<file path="src/rtl/timer_pkg.sv">
// Shared kitchen-timer definitions: FSM state encoding, BCD digit limits,
// button indices and a two-digit BCD incrementer.
package timer_pkg;

  localparam int DIGIT_W      = 4;
  localparam int SEC_TENS_MAX = 5;
  localparam int MIN_TENS_MAX = 9;

  localparam int NUM_BTN   = 4;
  localparam int BTN_MIN   = 0;
  localparam int BTN_SEC   = 1;
  localparam int BTN_START = 2;
  localparam int BTN_CLR   = 3;

  typedef enum logic [1:0] {
    SET   = 2'd0,
    RUN   = 2'd1,
    PAUSE = 2'd2,
    ALARM = 2'd3
  } state_e;

  // {tens,ones} + 1. The >= compares keep any input inside legal BCD.
  function automatic logic [2*DIGIT_W-1:0] bcd2_inc(input logic [2*DIGIT_W-1:0] v,
                                                    input logic [DIGIT_W-1:0]   tens_max);
    logic [DIGIT_W-1:0] t, o;
    t = v[2*DIGIT_W-1:DIGIT_W];
    o = v[DIGIT_W-1:0];
    if (o >= 4'd9) begin
      o = 4'd0;
      t = (t >= tens_max) ? 4'd0 : t + 4'd1;
    end else begin
      o = o + 4'd1;
    end
    return {t, o};
  endfunction

endpackage

</file>
<file path="src/rtl/btn_edge.sv">
// Per-button rising-edge detector with power-up arming.
// With AUTO_REPEAT_EN defined, a held button re-fires after REPEAT_DELAY, then every REPEAT_RATE.
module btn_edge
  import timer_pkg::*;
#(
  parameter int unsigned REPEAT_DELAY = 50_000_000,
  parameter int unsigned REPEAT_RATE  = 10_000_000
) (
  input  logic clk,
  input  logic rst,
  input  logic btn_i,
`ifdef AUTO_REPEAT_EN
  input  logic rpt_en_i,
`endif
  output logic fire_o
);

  logic prev_q;
  logic armed_q;
  logic rise;

  if (REPEAT_DELAY == 0 || REPEAT_RATE == 0) begin : g_bad_cfg
    $error("btn_edge: REPEAT_DELAY and REPEAT_RATE must be non-zero");
  end

  // armed_q only sets once the button has been seen low, so a level held
  // across reset release cannot fake a press.
  always_ff @(posedge clk) begin
    if (rst) begin
      prev_q  <= 1'b0;
      armed_q <= 1'b0;
    end else begin
      prev_q  <= btn_i;
      armed_q <= armed_q | ~btn_i;
    end
  end

  assign rise = btn_i & ~prev_q & armed_q;

`ifdef AUTO_REPEAT_EN
  logic [31:0] cnt_q;
  logic        rep_q;
  logic        held;
  logic [31:0] limit;

  assign held  = btn_i & prev_q & armed_q & rpt_en_i;
  assign limit = rep_q ? 32'(REPEAT_RATE - 1) : 32'(REPEAT_DELAY - 1);

  always_ff @(posedge clk) begin
    if (rst || !held) begin
      cnt_q <= '0;
      rep_q <= 1'b0;
    end else if (cnt_q == limit) begin
      cnt_q <= '0;
      rep_q <= 1'b1;
    end else begin
      cnt_q <= cnt_q + 32'd1;
    end
  end

  assign fire_o = rise | (held & (cnt_q == limit));
`else
  assign fire_o = rise;
`endif

endmodule

</file>
<file path="src/rtl/time_entry.sv">
// Kitchen-timer front end: button edges -> BCD MM:SS preset, load strobe, run, alarm.
// Optional AUTO_REPEAT_EN enables hold-to-repeat on the min/sec buttons.
module time_entry
  import timer_pkg::*;
#(
  parameter int unsigned REPEAT_DELAY = 50_000_000,
  parameter int unsigned REPEAT_RATE  = 10_000_000
) (
  input  logic               clk,
  input  logic               rst,
  input  logic               btn_min,
  input  logic               btn_sec,
  input  logic               btn_start,
  input  logic               btn_clear,
  input  logic               done,
  output logic [DIGIT_W-1:0] bin0,
  output logic [DIGIT_W-1:0] bin1,
  output logic [DIGIT_W-1:0] bin2,
  output logic [DIGIT_W-1:0] bin3,
  output logic               load,
  output logic               run,
  output logic               alarm
);

  state_e                 state_q;
  logic [2*DIGIT_W-1:0]   min_q, sec_q;
  logic [2*DIGIT_W-1:0]   min_inc, sec_inc;
  logic                   load_q, run_q, alarm_q;
  logic [NUM_BTN-1:0]     btn_lvl, fire;
  logic                   preset_zero;

  assign btn_lvl = {btn_clear, btn_start, btn_sec, btn_min};

`ifdef AUTO_REPEAT_EN
  // Only min/sec repeat, and only while editing; leaving SET resets the counters.
  logic [NUM_BTN-1:0] rpt_en;
  assign rpt_en = {2'b00, {2{state_q == SET}}};
`endif

  for (genvar i = 0; i < NUM_BTN; i++) begin : g_btn
    btn_edge #(
      .REPEAT_DELAY (REPEAT_DELAY),
      .REPEAT_RATE  (REPEAT_RATE)
    ) u_btn (
      .clk      (clk),
      .rst      (rst),
      .btn_i    (btn_lvl[i]),
`ifdef AUTO_REPEAT_EN
      .rpt_en_i (rpt_en[i]),
`endif
      .fire_o   (fire[i])
    );
  end

  assign min_inc     = bcd2_inc(min_q, 4'(MIN_TENS_MAX));
  assign sec_inc     = bcd2_inc(sec_q, 4'(SEC_TENS_MAX));
  assign preset_zero = (min_q == '0) && (sec_q == '0);

  always_ff @(posedge clk) begin
    if (rst) begin
      state_q <= SET;
      min_q   <= '0;
      sec_q   <= '0;
      load_q  <= 1'b0;
      run_q   <= 1'b0;
      alarm_q <= 1'b0;
    end else begin
      load_q <= 1'b0;
      case (state_q)
        SET: begin
          if (fire[BTN_CLR]) begin
            min_q <= '0;
            sec_q <= '0;
          end else if (fire[BTN_START]) begin
            if (!preset_zero) begin
              state_q <= RUN;
              load_q  <= 1'b1;
              run_q   <= 1'b1;
            end
          end else begin
            if (fire[BTN_MIN]) min_q <= min_inc;
            if (fire[BTN_SEC]) sec_q <= sec_inc;
          end
        end
        RUN: begin
          if (fire[BTN_CLR]) begin
            state_q <= SET;
            run_q   <= 1'b0;
          end else if (fire[BTN_START]) begin
            state_q <= PAUSE;
            run_q   <= 1'b0;
          end else if (done) begin
            state_q <= ALARM;
            run_q   <= 1'b0;
            alarm_q <= 1'b1;
          end
        end
        PAUSE: begin
          if (fire[BTN_CLR]) begin
            state_q <= SET;
          end else if (fire[BTN_START]) begin
            // Resume without load: the countdown keeps its partially spent value.
            state_q <= RUN;
            run_q   <= 1'b1;
          end
        end
        ALARM: begin
          if (|fire) begin
            state_q <= SET;
            alarm_q <= 1'b0;
          end
        end
        default: begin
          state_q <= SET;
          run_q   <= 1'b0;
          alarm_q <= 1'b0;
        end
      endcase
    end
  end

  assign bin0  = sec_q[DIGIT_W-1:0];
  assign bin1  = sec_q[2*DIGIT_W-1:DIGIT_W];
  assign bin2  = min_q[DIGIT_W-1:0];
  assign bin3  = min_q[2*DIGIT_W-1:DIGIT_W];
  assign load  = load_q;
  assign run   = run_q;
  assign alarm = alarm_q;

endmodule

</file>
<file path="config.mk">
export PLATFORM = sky130hd
export DESIGN_NAME = time_entry
export DESIGN_NICKNAME = d
export VERILOG_FILES = /design/src/rtl/timer_pkg.sv /design/src/rtl/btn_edge.sv /design/src/rtl/time_entry.sv
export SDC_FILE = /design/constraint.sdc
export NUM_CORES = 1
export LEC_CHECK = 0
export CORE_MARGIN = 2
export CORE_UTILIZATION = 50
export CTS_BUF_LIST = sky130_fd_sc_hd__clkbuf_2
export DETAILED_ROUTE_END_ITERATION = 12
export PLACE_DENSITY = 0.75
export REMOVE_ABC_BUFFERS = 1
export SYNTH_ARGS = -nofsm -noshare
export SYNTH_HDL_FRONTEND = slang
export SYNTH_SLANG_ARGS = --single-unit
</file>
<file path="constraint.sdc">
create_clock -name clk -period 1.6 [get_ports clk]
set_input_delay 0.24 -clock clk [delete_from_list [all_inputs] [get_ports clk]]
set_output_delay 0.24 -clock clk [all_outputs]
set_load 0.02 [all_outputs]
</file>
==> results.toml <==
[outcome]
status = "complete, but fails checks"
violations = "negative setup slack"

[global_routing]
grt-ovfl-total = 0
antenna_found_initial = 0
grt_max_degree = 12
track_usage_pct = 25.5
grt_pass1_vias = 1546
grt_pass1_wl_um = 6910

[timing]
final_hold_viol_count = 0
worstMarginPinSlew_ps = 532
relSlewSlack_pct = 64.2
setup_violations = 1
holdWs_ps = 473
report.final.slew_viol_count = 0
final.min_clock_period_ps = 1610
timing.final.crit_share_pct = 101
timing.fmax_mhz = 621
worst_slack_ps = -9.63
rsz0062_at_grt = "true"
timing.clock.skew_ps = 25.6

[yosys]
synth-edff-count = 0
yosys_most_used_dff = "dfxtp_1"
synth.top_cells.by_area = "dfxtp_1 36%, ha_1 12%, a21oi_1 5.2%"
ys_ff_latch = 29
synthAdderAreaFrac_pct = 11.6
synth.distinct_cells = 43
yosys-mux-area-fraction_pct = 0
netlist_instances = 182
avgSynthCellArea_um2 = 8.91
yosysTopAreaCell = "dfxtp_1"
synth_top_family_by_area = "simple AND/OR/NAND/NOR gates"
yosys_warnings = 0
netlist_area_mm2 = 0.00162
yosys.area_share.xor_xnor_pct = 0
ys_seq_area_share_pct = 35.8
synth.most_common_cell = "dfxtp_1"
yosys.area_share.simple_pct = 29.2
synth-compound-area-share_pct = 17.1
synth_top_cells_by_count = "29 x dfxtp_1, 17 x a21oi_1, 15 x ha_1, 15 x inv_1, 14 x nand3_1"
synth_top_area_share_pct = 35.8
synth_async_sr_flop_share_pct = 0

[clocking]
cts_tree = "yes"
cts.sink_count = 29
clock-root-buffer = "clkbuf_2"
cts_hold_buf = 0
htree_levels = 2
clockBufferDepth = 2
cts-buffers-inserted = 5
clk_latency_ps = 380
clk_pin_slew_ps = 160

[worst_setup_path]
cp_max_fo = 4
slowest_stage = "or3b_4"
worstPathCellList = "inv_2 > ha_1 > or3b_4 > a21oi_4 > nand2b_1 > o32ai_1"
crit_path_start_kind = "register"
cp-end-kind = "register"
crit_required_ps = 1900
crit_type = "register to register"
worst_ep_arrival_time_ps = 1910
cpPeakStageDelay_ps = 400

[drt]
via_count = 1685
drtIter0Drc = 89
drcViolationCount = 0
routed_wl_um = 4490
viasPerCell = 5.67
drtPass1Iterations = 5
wl_per_cell_um = 15.1
detail-route-antenna-nets = 0

[placement]
place_inst = 283
place_congestion = 0.881
io_buffers = 25
hpwl_um = 3290

[floorplan]
die_area_mm2 = 0.00371
die_h_um = 61.0
io_pins = 26
coreArea_mm2 = 0.00308
initial_core_util_pct = 52.7
die_w_um = 61.0
fp-row-count = 20

[pwr]
p_seq_share_pct = 54.4
p_leak_nw = 1.09
powerDensity_mw_per_mm2 = 589
ir_drop_v = 0.000478
power_switching_share_pct = 29.1
p_clk_share_pct = 25.0
p_int_mw = 0.994
p_comb_share_pct = 20.7
power_switching_mw = 0.409

[flow_run]
maxCapViolCount = 0

[finish]
drive_gt1_share_pct = 34.0
antennaDiodeCount = 0
fin_nets = 275
fin_util_pct = 77.4
area_growth_pct = 46.9
final_cells = 297

[worst_hold_path]
hold_path.class = "register to register"
sequential cells by signal, summed over array words and instances, names as in the netlist:
register and flops:
alarm 1, sec_q 8, min_q 8, g_btn.u_btn.armed_q 4, load 1, g_btn.u_btn.prev_q 4
state_q 2, run 1
final timing paths:
path | start | end | slack, ps | depth (start not counted)
worst max-delay path | min_q[4] | min_q[7] | -10 | 6
worst min-delay path | g_btn[0].u_btn.armed_q | g_btn[0].u_btn.armed_q | 470 | 2
worst max register to register | min_q[4] | min_q[7] | -10 | 6
worst min register to register | g_btn[0].u_btn.armed_q | g_btn[0].u_btn.armed_q | 470 | 2
critical path, delay by kind of cell (launching register included):
kind / cells / cell delay, ps
simple gates: 2 / 510
compound gates: 2 / 440
flops: 1 / 390
buf+inv: 1 / 60
fa+ha+maj: 1 / 130
cells in the final DEF, fill, tap and decap left out, types with 4 or more instances in the layout:
master / n
dfxtp_1: 24
and3b_1: 4
o21ai_0: 9
inv_1: 10
nor2b_1: 5
ha_1: 11
clkbuf_2: 6
clkdlybuf4s50_1: 6
buf_4: 44
nand3b_1: 7
a21oi_2: 5
dlygate4sd2_1: 16
nor2_1: 4
a31oi_1: 5
o31ai_1: 4
nand2_1: 5
a21oi_1: 13
nand3_1: 13
power by group through the flow:
stage	Sequential, mW	Clock [mW]	Combinational (mW)
6_report	0.763	0.350	0.290
5_1_grt	0.765	0.383	0.312
4_1_cts	0.761	0.354	0.259
3_5_place_dp	0.776	0	0.249
3_3_place_gp	0.774	0	0.241
2_1_floorplan	0.786	0	0.101
cell type report:
class,instances,area [µm²]
clock buffers,6,30.0
clock inverters,1,3.75
fillers,237,696
inverters,15,61.3
multi-input cells,131,1050
flip-flops and latches,29,592
well taps,44,55.1
repair buffers,71,591
logic make-up after synthesis:
logic type | count (synthesis)
buf+inv | 22
simple gates | 70
flops | 29
compound gates | 46
fa+ha+maj | 15
through the flow:
step	power, mW	instance area [µm²]	TNS (ps)	setup WS [ps]
2_1_floorplan	0.887	1580	-1440	-146
3_3_place_gp	1.01	2170	-1900	-183
3_5_place_dp	1.03	2170	-3260	-271
4_1_cts	1.37	2240	0	6.73
5_1_grt	1.46	2380	-351	-87.8
6_report	1.40	2380	-9.63	-9.63
layer usage:
metal / vias to the layer above / GRT usage (%) / routed length (µm)
met1: 792 / 30.1 / 1820
met2: 71 / 42.7 / 2230
li1: 803 / - / -
met5: - / 0 / 0
met3: 19 / 5.12 / 277
met4: 0 / 15.2 / 167
what timing repair did:
action / 4_1_cts / 5_1_grt
pin swaps: 3 / 10
resized for setup: 26 / 32
hold endpoints to repair: 0 / 0
setup endpoints to repair: 34 / 21
setup buffers: 3 / 4
(Power assumes the default switching activity.)
